<file path="config.mk">
export PLATFORM = sky130hd
export DESIGN_NAME = alu_share_arbiter
export DESIGN_NICKNAME = d
export VERILOG_FILES = /design/src/rtl/alu_share_arbiter.sv
export SDC_FILE = /design/constraint.sdc
export NUM_CORES = 1
export LEC_CHECK = 0
export BUFFER_PORTS_ARGS = -buffer_cell sky130_fd_sc_hd__buf_4
export CORE_AREA = 5 5 124 126
export CTS_BUF_LIST = sky130_fd_sc_hd__clkbuf_4
export DETAILED_ROUTE_END_ITERATION = 16
export DIE_AREA = 0 0 129 131
export GPL_TIMING_DRIVEN = 0
export PLACE_DENSITY = 0.69
export SKIP_LAST_GASP = 1
export SLEW_MARGIN = 15
export SYNTH_ARGS = -nofsm -noshare
export SYNTH_HDL_FRONTEND = slang
export SYNTH_SLANG_ARGS = --single-unit
</file>
<file path="constraint.sdc">
create_clock -name clk -period 2.04 [get_ports clk]
set_clock_uncertainty 0.2 [all_clocks]
set_input_delay 0.204 -clock clk [delete_from_list [all_inputs] [get_ports clk]]
set_output_delay 0.204 -clock clk [all_outputs]
set_load 0.1 [all_outputs]
</file>
<file path="src/rtl/alu_share_arbiter.sv">
// Round-robin arbiter sharing one combinational ALU between two valid/ready requesters,
// with a one-entry registered response buffer per port.
module alu_share_arbiter #(
    parameter int unsigned DATA_W  = 32,
    parameter int unsigned OP_W    = 4,
    parameter bit          RR_INIT = 1'b1
) (
    input  logic              clk,
    input  logic              rst_n,

    input  logic              r0_valid,
    output logic              r0_ready,
    input  logic [OP_W-1:0]   r0_op,
    input  logic [DATA_W-1:0] r0_a,
    input  logic [DATA_W-1:0] r0_b,
    input  logic [4:0]        r0_sa,
    output logic              r0_rvalid,
    input  logic              r0_rready,
    output logic [DATA_W-1:0] r0_result,
    output logic              r0_zero,

    input  logic              r1_valid,
    output logic              r1_ready,
    input  logic [OP_W-1:0]   r1_op,
    input  logic [DATA_W-1:0] r1_a,
    input  logic [DATA_W-1:0] r1_b,
    input  logic [4:0]        r1_sa,
    output logic              r1_rvalid,
    input  logic              r1_rready,
    output logic [DATA_W-1:0] r1_result,
    output logic              r1_zero,

    output logic [OP_W-1:0]   alu_op,
    output logic [DATA_W-1:0] alu_input1,
    output logic [DATA_W-1:0] alu_input2,
    output logic [4:0]        alu_sa,
    input  logic [DATA_W-1:0] alu_result,
    output logic              grant_id
);

    logic elig0;
    logic elig1;
    logic grant0;
    logic grant1;
    logic last;

    // A port may only be granted if its response slot is empty or draining this cycle.
    assign elig0 = r0_valid & (~r0_rvalid | r0_rready);
    assign elig1 = r1_valid & (~r1_rvalid | r1_rready);

    always_comb begin
        grant0 = 1'b0;
        grant1 = 1'b0;
        if (elig0 && elig1) begin
            grant0 = last;
            grant1 = ~last;
        end else begin
            grant0 = elig0;
            grant1 = elig1;
        end
    end

    assign r0_ready = grant0;
    assign r1_ready = grant1;
    assign grant_id = grant1;

    always_comb begin
        alu_op     = '0;
        alu_input1 = '0;
        alu_input2 = '0;
        alu_sa     = '0;
        if (grant0) begin
            alu_op     = r0_op;
            alu_input1 = r0_a;
            alu_input2 = r0_b;
            alu_sa     = r0_sa;
        end else if (grant1) begin
            alu_op     = r1_op;
            alu_input1 = r1_a;
            alu_input2 = r1_b;
            alu_sa     = r1_sa;
        end
    end

    always_ff @(posedge clk or negedge rst_n) begin
        if (!rst_n) begin
            last <= RR_INIT;
        end else if (grant0) begin
            last <= 1'b0;
        end else if (grant1) begin
            last <= 1'b1;
        end
    end

    always_ff @(posedge clk or negedge rst_n) begin
        if (!rst_n) begin
            r0_rvalid <= 1'b0;
            r0_result <= '0;
            r0_zero   <= 1'b0;
        end else if (grant0) begin
            r0_rvalid <= 1'b1;
            r0_result <= alu_result;
            r0_zero   <= (alu_result == '0);
        end else if (r0_rready) begin
            r0_rvalid <= 1'b0;
        end
    end

    always_ff @(posedge clk or negedge rst_n) begin
        if (!rst_n) begin
            r1_rvalid <= 1'b0;
            r1_result <= '0;
            r1_zero   <= 1'b0;
        end else if (grant1) begin
            r1_rvalid <= 1'b1;
            r1_result <= alu_result;
            r1_zero   <= (alu_result == '0);
        end else if (r1_rready) begin
            r1_rvalid <= 1'b0;
        end
    end

endmodule
</file>
# Yosys cells after proc, flatten, opt, wreduce, memory -nomap -nowiden
# Index checks and enable logic that the tools add are counted.
[word_totals] out_inout_bits=144 regBits=69 elab_cells=35 input_bits=184
[classes] bitwise_logic=7 n_reduce_logical=5 n_mux=16
[op_table] operator="two-way mux 32 bit" n=4
[op_table] operator="zero test 32 bit" n=1
[op_table] operator="two-way mux 5 bit" n=2
[op_table] operator="two-way mux 1 bit" n=8
[op_table] operator="two-way mux 4 bit" n=2
[op_table] operator="nonzero test 2 bit" n=3
[op_table] operator="inverter 1 bit" n=3
[op_table] operator="bitwise AND 1 bit" n=2
[op_table] operator="bitwise OR 1 bit" n=2
[op_table] operator="logical AND 1 bit" n=1

# Longest topological paths before layout
# Gate-level depths: netlist of the first run.
[depth] depth_word=7 mapped_depth=8 depth_no_buf=5

# Worst setup path before layout of the first run
# No wires, ideal clock.
[synth_timing] path_type="register to output" start="register r1_rvalid" end="output alu_input2[29]" stages_incl_launch_ff=7 path_slack_ps=-1684 required_time_ps=1636 n_path_buf=1 arrival_time_ps=3320 path_cell_list="dfrtp_1 > nand2b_1 > nand2_1 > o21ai_4 > inv_2 > clkbuf_1 > a22o_1"
[synth_via] word_cells_on_any_way=8 classes_between="mux: 4; bitwise: 3; reduce/logical: 1"
[synth_lines] element="from (decl)" line="28" source="output logic r1_rvalid,"
[synth_lines] element="from (signal assigned)" line="111" source="r1_rvalid <= 1'b0;"
[synth_lines] element="from (signal assigned)" line="115" source="r1_rvalid <= 1'b1;"
[synth_lines] element="from (signal assigned)" line="119" source="r1_rvalid <= 1'b0;"
[synth_lines] element="inverter 1 bit" line="49" source="assign elig1 = r1_valid & (~r1_rvalid | r1_rready);"
[synth_lines] element="bitwise OR 1 bit" line="49"
[synth_lines] element="bitwise AND 1 bit" line="49"
[synth_lines] element="logical AND 1 bit" line="54" source="if (elig0 && elig1) begin"
[synth_lines] element="two-way mux 1 bit" line="54"
[synth_lines] element="via r0_ready" line="12" source="output logic r0_ready,"
[synth_lines] element="two-way mux 32 bit" line="72" source="if (grant0) begin"
[synth_lines] element="to (decl)" line="35" source="output logic [DATA_W-1:0] alu_input2,"
# The timed path passes the listed nets, and every way through them passes these cells.

# Worst setup path after layout of the first run
[layout_timing] start="register r0_rvalid" end="output alu_input2[19]"
[layout_via] elab_chain_cells=7 word_cells_on_any_way=8 classes_between="mux: 4; bitwise: 3; reduce/logical: 1"
[layout_lines] element="from (decl)" line="17" source="output logic r0_rvalid,"
[layout_lines] element="from (signal assigned)" line="97" source="r0_rvalid <= 1'b0;"
[layout_lines] element="from (signal assigned)" line="101" source="r0_rvalid <= 1'b1;"
[layout_lines] element="from (signal assigned)" line="105" source="r0_rvalid <= 1'b0;"
[layout_lines] element="inverter 1 bit (*)" line="48" source="assign elig0 = r0_valid & (~r0_rvalid | r0_rready);"
[layout_lines] element="bitwise OR 1 bit (*)" line="48"
[layout_lines] element="bitwise AND 1 bit (*)" line="48"
[layout_lines] element="logical AND 1 bit" line="54"
[layout_lines] element="two-way mux 1 bit" line="54"
[layout_lines] element="two-way mux 32 bit" line="77" source="end else if (grant1) begin"
[layout_lines] element="two-way mux 32 bit (*)" line="72"
# Mark *: on every way between the ends. The rest lies on a longest branch, timed or not.

==> flow_summary.toml, run 1 <==
[run_status]
status = "complete, but fails checks"
violations = "setup timing"

[global_routing]
grt_most_used_layer = "met2"
grt_pass1_wl_um = 26600
global_route.usage.met1 = 0.230
grt_antenna_before_repair = 2
grtUsageMet2 = 0.377
maximum_number_of_pins_on_one_net_before_global_route_repair = 70
gr-usage-met3 = 0.0646
first_global_vias = 4380
grt.total_usage = 0.208
overflow = 0

[placed_design]
io_buffers = 327
detailed_place_hpwl_um = 14300
globalplace.congestion = 0.896
dp_cells = 766

[setup_path]
timing.critical_path.required_ns = 1.64
worst_path_most_repeated_cell = "sky130_fd_sc_hd__buf_12"
delay_contributed_by_the_slowest_stage_of_the_critical_path_ns = 0.51
critical_path.endpoint_type = "primary output"
setup.worst_path.start_class = "flip-flop"
crit_arrival_ns = 2.12
crit_chain = "nand2b_4 > and2_4 > a21o_1 > buf_6 > inv_6 > buf_12 > buf_12 > a22o_4 > buf_12"
crit_path_top_delay_cell = "sky130_fd_sc_hd__dfrtp_4"
worstSetupPathType = "reg2out"
critical_path_peak_fanout = 7

[floorplan]
start_util = 0.244
core.rowCount = 44
chipWidth_um = 129
core-area_sq_um = 14200
die_area_sq_um = 16900
chipHeight_um = 131
floorplan.io_pins = 328

[cells_and_area]
layout-drive-gt1-share = 0.809
final_core_occ = 0.596
number_of_filler_instances_in_the_final_layout = 1111
nNetsFinal = 819
area_growth_pct = 145
multi_input_area_sq_um = 2200
area_of_all_sequential_standard_cells_sq_um = 1740
layout.cells.non_filler = 826

[synthesis]
synth-edff-count = 0
ys_seq_elements = 69
syn_inst = 255
synth.cell_area_sq_um = 3460
yosysUniqueCellTypes = 21
asyncSetResetFlopFracSynth = 1.00
syn_nets = 439
synth.cells.most_frequent = "73 x sky130_fd_sc_hd__a22o_1, 68 x sky130_fd_sc_hd__dfrtp_1, 55 x sky130_fd_sc_hd__mux2_2"
synth_area_per_cell_sq_um = 13.6
seq_area_frac_synth = 0.499
cells_taking_the_most_area_after_synthesis = "sky130_fd_sc_hd__dfrtp_1 49%, sky130_fd_sc_hd__a22o_1 18%, sky130_fd_sc_hd__mux2_2 18%"
synth_area_leader_cell = "sky130_fd_sc_hd__dfrtp_1"
synth_top_area_frac = 0.492
synth_flop_cell = "sky130_fd_sc_hd__dfrtp_1"
most_frequently_used_cell_type_in_the_post_synthesis_netlist = "sky130_fd_sc_hd__a22o_1"
yosys_warnings = 0

[clock_network]
cts-buffers-inserted = 9
insertion_delay_ns = 0.39
cts_num_sinks = 69
depth_of_the_cts_h_tree = 3
clock-root-buffer = "sky130_fd_sc_hd__clkbuf_4"
clkTransAtPathRegs_ns = 0.14
clock_path_buffers = 2
clock_tree_from_tritoncts = "done"

[run]
max_cap_violation_count = 0

[sta]
setup_viol_count_final = 76
final_period_minus_worst_setup_slack_ns = 2.52
post-route-period-util = 1.24
timing.fmax_mhz = 397
hold_violations = 0
worstMarginPinSlew_ns = 0.855
slew_viol_final = 0
slew_headroom = 0.430
final.hold.worst_slack_ns = 0.254
crit_path_setup_slack_layout_ns = -0.481
grt_setup_unrepaired = "true"

[pwr]
power_dens_cells_nw_per_um2 = 1240
total_leakage_power_nw = 4.09
maximum_resistive_drop_on_vdd_uv = 893
p_total_w = 0.0105

[min_path]
hold_path_class = "in2async"

[routing]
routed_wire_length_per_instance_um = 22.6
firstDrtPassIters = 4
detail_route.wirelength_um = 18700
route.vias.total = 3960
drc_errors = 0
detail_route.iter0.violations = 163
avgViaCountPerCell = 4.79
drtAntennaViolNets = 0
## metal layers
metal	part of all wire	vias up
met5	0	-
met4	0.033	0
met3	0.077	37
met2	0.54	201
met1	0.35	1961
li1	-	1761
## per-stage QoR
step	setup slack [ns]	TNS [ns]	area, sq um
2_1_floorplan	-0.192	-11.89	4210
3_3_place_gp	-0.416	-21.90	6890
3_5_place_dp	-0.442	-23.22	6890
4_1_cts	-0.520	-35.50	8420
5_1_grt	-0.572	-39.80	8470
6_report	-0.481	-32.41	8470
## cells in the final DEF, fill, tap and decap left out, types with 2 or more instances in the layout
cell | synthesis | routed
sky130_fd_sc_hd__dfrtp_4 | 0 | 2
sky130_fd_sc_hd__buf_6 | 10 | 8
sky130_fd_sc_hd__buf_4 | 1 | 255
sky130_fd_sc_hd__a22o_4 | 0 | 73
sky130_fd_sc_hd__dlygate4sd3_1 | 0 | 37
sky130_fd_sc_hd__buf_8 | 0 | 12
sky130_fd_sc_hd__inv_6 | 0 | 2
sky130_fd_sc_hd__a21oi_1 | 2 | 2
sky130_fd_sc_hd__mux2_4 | 9 | 9
sky130_fd_sc_hd__nand2b_4 | 0 | 2
sky130_fd_sc_hd__mux2_2 | 55 | 55
sky130_fd_sc_hd__nand2_1 | 3 | 3
sky130_fd_sc_hd__nor4_1 | 8 | 8
sky130_fd_sc_hd__nand4_1 | 2 | 2
sky130_fd_sc_hd__clkbuf_4 | 0 | 14
sky130_fd_sc_hd__mux2_1 | 2 | 2
sky130_fd_sc_hd__buf_12 | 0 | 74
sky130_fd_sc_hd__dfrtp_1 | 68 | 66
sky130_fd_sc_hd__diode_2 | 0 | 2
## power by group
group	internal (W)	switching, W	total (W)	leakage, nW
clock	0.000401	0.000546	0.000947	0.0789
combinational	0.00237	0.00522	0.00759	3.21
sequential	0.00172	0.000209	0.00193	0.807
total	0.00449	0.00598	0.0105	4.09
## critical path: cells and delay by family, from the launching register on
kind	cells	cell delay (ns)
AOI/OAI and AO/OA	2	0.38
and+or+nand+nor	2	0.21
buffers and inverters	5	0.60
DFF	1	0.51
## area by class of cell
cell class	count	area share
plain buffers	24	0.0408
clock buffers	10	0.00887
inverters	2	0.00177
repair buffers	369	0.447
flip-flops and latches	69	0.205
multi-input cells	160	0.260
diodes	2	0.000591
well taps	184	0.0272
clock inverters	6	0.00842
## cells by family (layout without fill, tap and decap cells)
logic type,count (synthesis),in the layout,synth area share
AOI/OAI and AO/OA,77,77,0.195
buffers and inverters,26,411,0.0531
DFF,69,69,0.499
muxes,66,66,0.225
other,0,2,0
and+or+nand+nor,17,17,0.0286
## registers in the layout (all words and copies together), names as in the netlist
signal     count
last           1
r1_zero        1
r0_zero        1
r1_result     32
r0_rvalid      1
r0_result     32
r1_rvalid      1
## worst paths after layout
| check | start | to | slack (ns) | cells after the start |
|---|---|---|---|---|
| setup / recovery | r0_rvalid | alu_input2[19] | -0.48 | 9 |
| hold / removal | rst_n | r0_result[16] | 0.25 | 2 |
| setup reg to reg | r1_rvalid | r1_zero | 0.07 | 8 |
| hold reg to reg | r0_zero | r0_zero | 0.30 | 1 |
| max in group asynchronous | rst_n | r1_rvalid | 0.74 | 2 |
| min in group clk | r1_valid | r0_result[10] | 0.30 | 5 |
## timing repair
action	4_1_cts	5_1_grt
gates resized for setup	231	10
endpoints found under the hold margin	135	1
gates cloned	1	0
setup endpoints to repair	76	107
buffers inserted	4	0
pin swaps	4	3
hold buffers	36	1
Note: power is estimated with default switching activity, not from simulation.
==> run 2, diff against run 1 <==
--- a/config.mk
+++ b/config.mk
@@ -12,6 +12,7 @@
 export DIE_AREA = 0 0 129 131
 export GPL_TIMING_DRIVEN = 0
 export PLACE_DENSITY = 0.69
+export REMOVE_ABC_BUFFERS = 1
 export SKIP_LAST_GASP = 1
 export SLEW_MARGIN = 15
 export SYNTH_ARGS = -nofsm -noshare
==> run 2 against run 1 <==
Compared with the run above: the flow still finishes with violations (setup timing); maximum frequency rose by 0.95%; register-to-register slack got worse by 0.19 ns; sequential share of layout area decreased by 0.33 points; global-route usage grew 1.2 points; die area is the same; clock-buffer cell count unchanged; utilization increased by 0.72 points; non-clock buffer count rose by 4; via count grew 4.2%; sequential power about the same; clock power grew 20%; design area up 1.2%; highest routed layer is now met5.
==> flow_summary.toml, run 2 (synthesis results as in run 1) <==
[sta]
final_period_minus_worst_setup_slack_ns = 2.50
slew_viol_final = 0
hold_violations = 0
setup_viol_count_final = 108
final.hold.worst_slack_ns = 0.237
worstMarginPinSlew_ns = 0.875
post-route-period-util = 1.22
timing.fmax_mhz = 400
grt_setup_unrepaired = "true"
slew_headroom = 0.417
crit_path_setup_slack_layout_ns = -0.457

[routing]
detailroute.wirelength.met2_um = 11400
firstDrtPassIters = 4
detail_route.wirelength_um = 21200
route.vias.total = 4125
met3_length_um = 1740
drtAntennaViolNets = 0
maxUsedRoutingLayer = "met5"
routed_wire_length_per_instance_um = 25.3
drc_errors = 0
detail_route.iter0.violations = 154
m1WireLength_um = 7720
avgViaCountPerCell = 4.93

[global_routing]
grt.total_usage = 0.220
first_global_vias = 4306
grt_antenna_before_repair = 2
maximum_number_of_pins_on_one_net_before_global_route_repair = 70
overflow = 0
grt_pass1_wl_um = 27400

[pwr]
total_leakage_power_nw = 4.14
net-switching-power_w = 0.00608
p_clk_frac = 0.105
netSwitchingFraction = 0.561
internal_power_w = 0.00475
power.sequential.fraction = 0.178
power.combinational.fraction = 0.717
power_dens_cells_nw_per_um2 = 1260
maximum_resistive_drop_on_vdd_uv = 815

[placed_design]
globalplace.congestion = 0.782
preCtsSetupSlack_ns = -1.51
detailed_place_hpwl_um = 12900
dp_cells = 743
io_buffers = 327

[setup_path]
crit_arrival_ns = 2.09
timing.critical_path.required_ns = 1.64
crit_chain = "nand2b_1 > nand2_2 > a21o_4 > buf_16 > inv_16 > a22o_1 > buf_12"
setup.worst_path.start_class = "flip-flop"
worstSetupPathType = "reg2out"
critical_path_peak_fanout = 19
crit_path_top_delay_cell = "sky130_fd_sc_hd__dfrtp_1"
worst-r2r-setup-slack_ns = -0.12
critical_path.endpoint_type = "primary output"
delay_contributed_by_the_slowest_stage_of_the_critical_path_ns = 0.41

[floorplan]
chipWidth_um = 129
floorplan.io_pins = 328
start_util = 0.244
chipHeight_um = 131
core.rowCount = 44
core-area_sq_um = 14200
die_area_sq_um = 16900

[cells_and_area]
layout-drive-gt1-share = 0.773
antennaDiodeCount = 0
layout_common_cells = "269 x sky130_fd_sc_hd__buf_4, 81 x sky130_fd_sc_hd__buf_12, 68 x sky130_fd_sc_hd__dfrtp_1"
most_common_library_cell_in_the_layout_ignoring_fill_and_taps = "sky130_fd_sc_hd__buf_4"
area_of_all_sequential_standard_cells_sq_um = 1730
multi_input_area_sq_um = 2000
area_growth_pct = 148
layout.cells.non_filler = 837
top_regs = "r0_result (32), r1_result (32)"
number_of_filler_instances_in_the_final_layout = 1090
nNetsFinal = 832

[clock_network]
depth_of_the_cts_h_tree = 3
cts_num_sinks = 69
clock-root-buffer = "sky130_fd_sc_hd__clkbuf_4"
clkTransAtPathRegs_ns = 0.12
cts-buffers-inserted = 9
clock_tree_from_tritoncts = "done"
insertion_delay_ns = 0.42
clock_path_buffers = 2

[run_status]
violations = "setup timing"
status = "complete, but fails checks"

[run]
max_cap_violation_count = 0

[min_path]
hold_path_class = "in2async"
-- run 2: cell types whose count changed in the layout (fill, tap and decap cells not counted), sizes merged --
cell         before  now
clkinv            2    5
buf             350  359
dlygate4sd3      37   36
inv               4    8
clkinvlp          1    0
diode             2    0
bufinv            1    3
clkbuf           16   12
o21ai             1    2
-- run 2: cell type report --
class,count,share of cell area
sequential,69,0.202
tap,184,0.0269
clock buffer,10,0.00876
clock inverter,6,0.0130
multi-input combinational,161,0.234
inverter,2,0.00701
timing repair buffer,397,0.493
timing repair inverter,8,0.0162
-- run 2: stage by stage --
stage,setup TNS (ns),total power (W),area (sq um),util
after global placement,-170.37,0.00821,5970,0.420
after CTS,-28.58,0.0105,8030,0.566
after detailed placement,-118.90,0.00828,5990,0.422
final,-33.57,0.0108,8570,0.603
after global routing,-42.98,0.0111,8570,0.603
after floorplan,-233.71,0.00677,3280,-
-- run 2: path summary, 6_finish.rpt --
| check | endpoint | cells past startpoint | startpoint |
|---|---|---|---|
| worst min register to register | r0_zero | 1 | r0_zero |
| worst min-delay path | r1_result[1] | 2 | rst_n |
| max in group asynchronous | r0_result[20] | 2 | rst_n |
| min in group clk | r0_rvalid | 6 | r1_valid |
| worst max register to register | r1_result[29] | 9 | r1_rvalid |
| worst max-delay path | alu_input1[28] | 7 | r1_rvalid |
-- run 2: what timing repair did --
item | CTS | global route
buffers inserted | 28 | 5
hold buffers | 36 | 0
gates resized for setup | 241 | 88
pin swaps | 28 | 5
hold endpoints to repair | 134 | 0
endpoints found under the setup margin | 111 | 135
gates cloned | 10 | 3
-- run 2: worst max-delay path, delay by kind of cell, from the launching register on --
family / cells / cell delay [ns]
AOI/OAI and AO/OA: 2 / 0.44
buffers and inverters: 3 / 0.53
DFF: 1 / 0.41
and+or+nand+nor: 2 / 0.27
-- run 2: metal layers --
layer | vias to the layer above | GRT usage
li1 | 1800 | -
met3 | 28 | 0.0630
met5 | - | 0
met1 | 2081 | 0.261
met2 | 212 | 0.388
met4 | 4 | 0.0624
-- run 2: power groups by stage --
stage / Combinational, W / Clock [W] / Sequential [W]
2_1_floorplan: 0.00235 / 0 / 0.00442
3_3_place_gp: 0.00629 / 0 / 0.00191
3_5_place_dp: 0.00634 / 0 / 0.00194
4_1_cts: 0.00740 / 0.00118 / 0.00192
5_1_grt: 0.00791 / 0.00122 / 0.00196
6_report: 0.00776 / 0.00114 / 0.00192
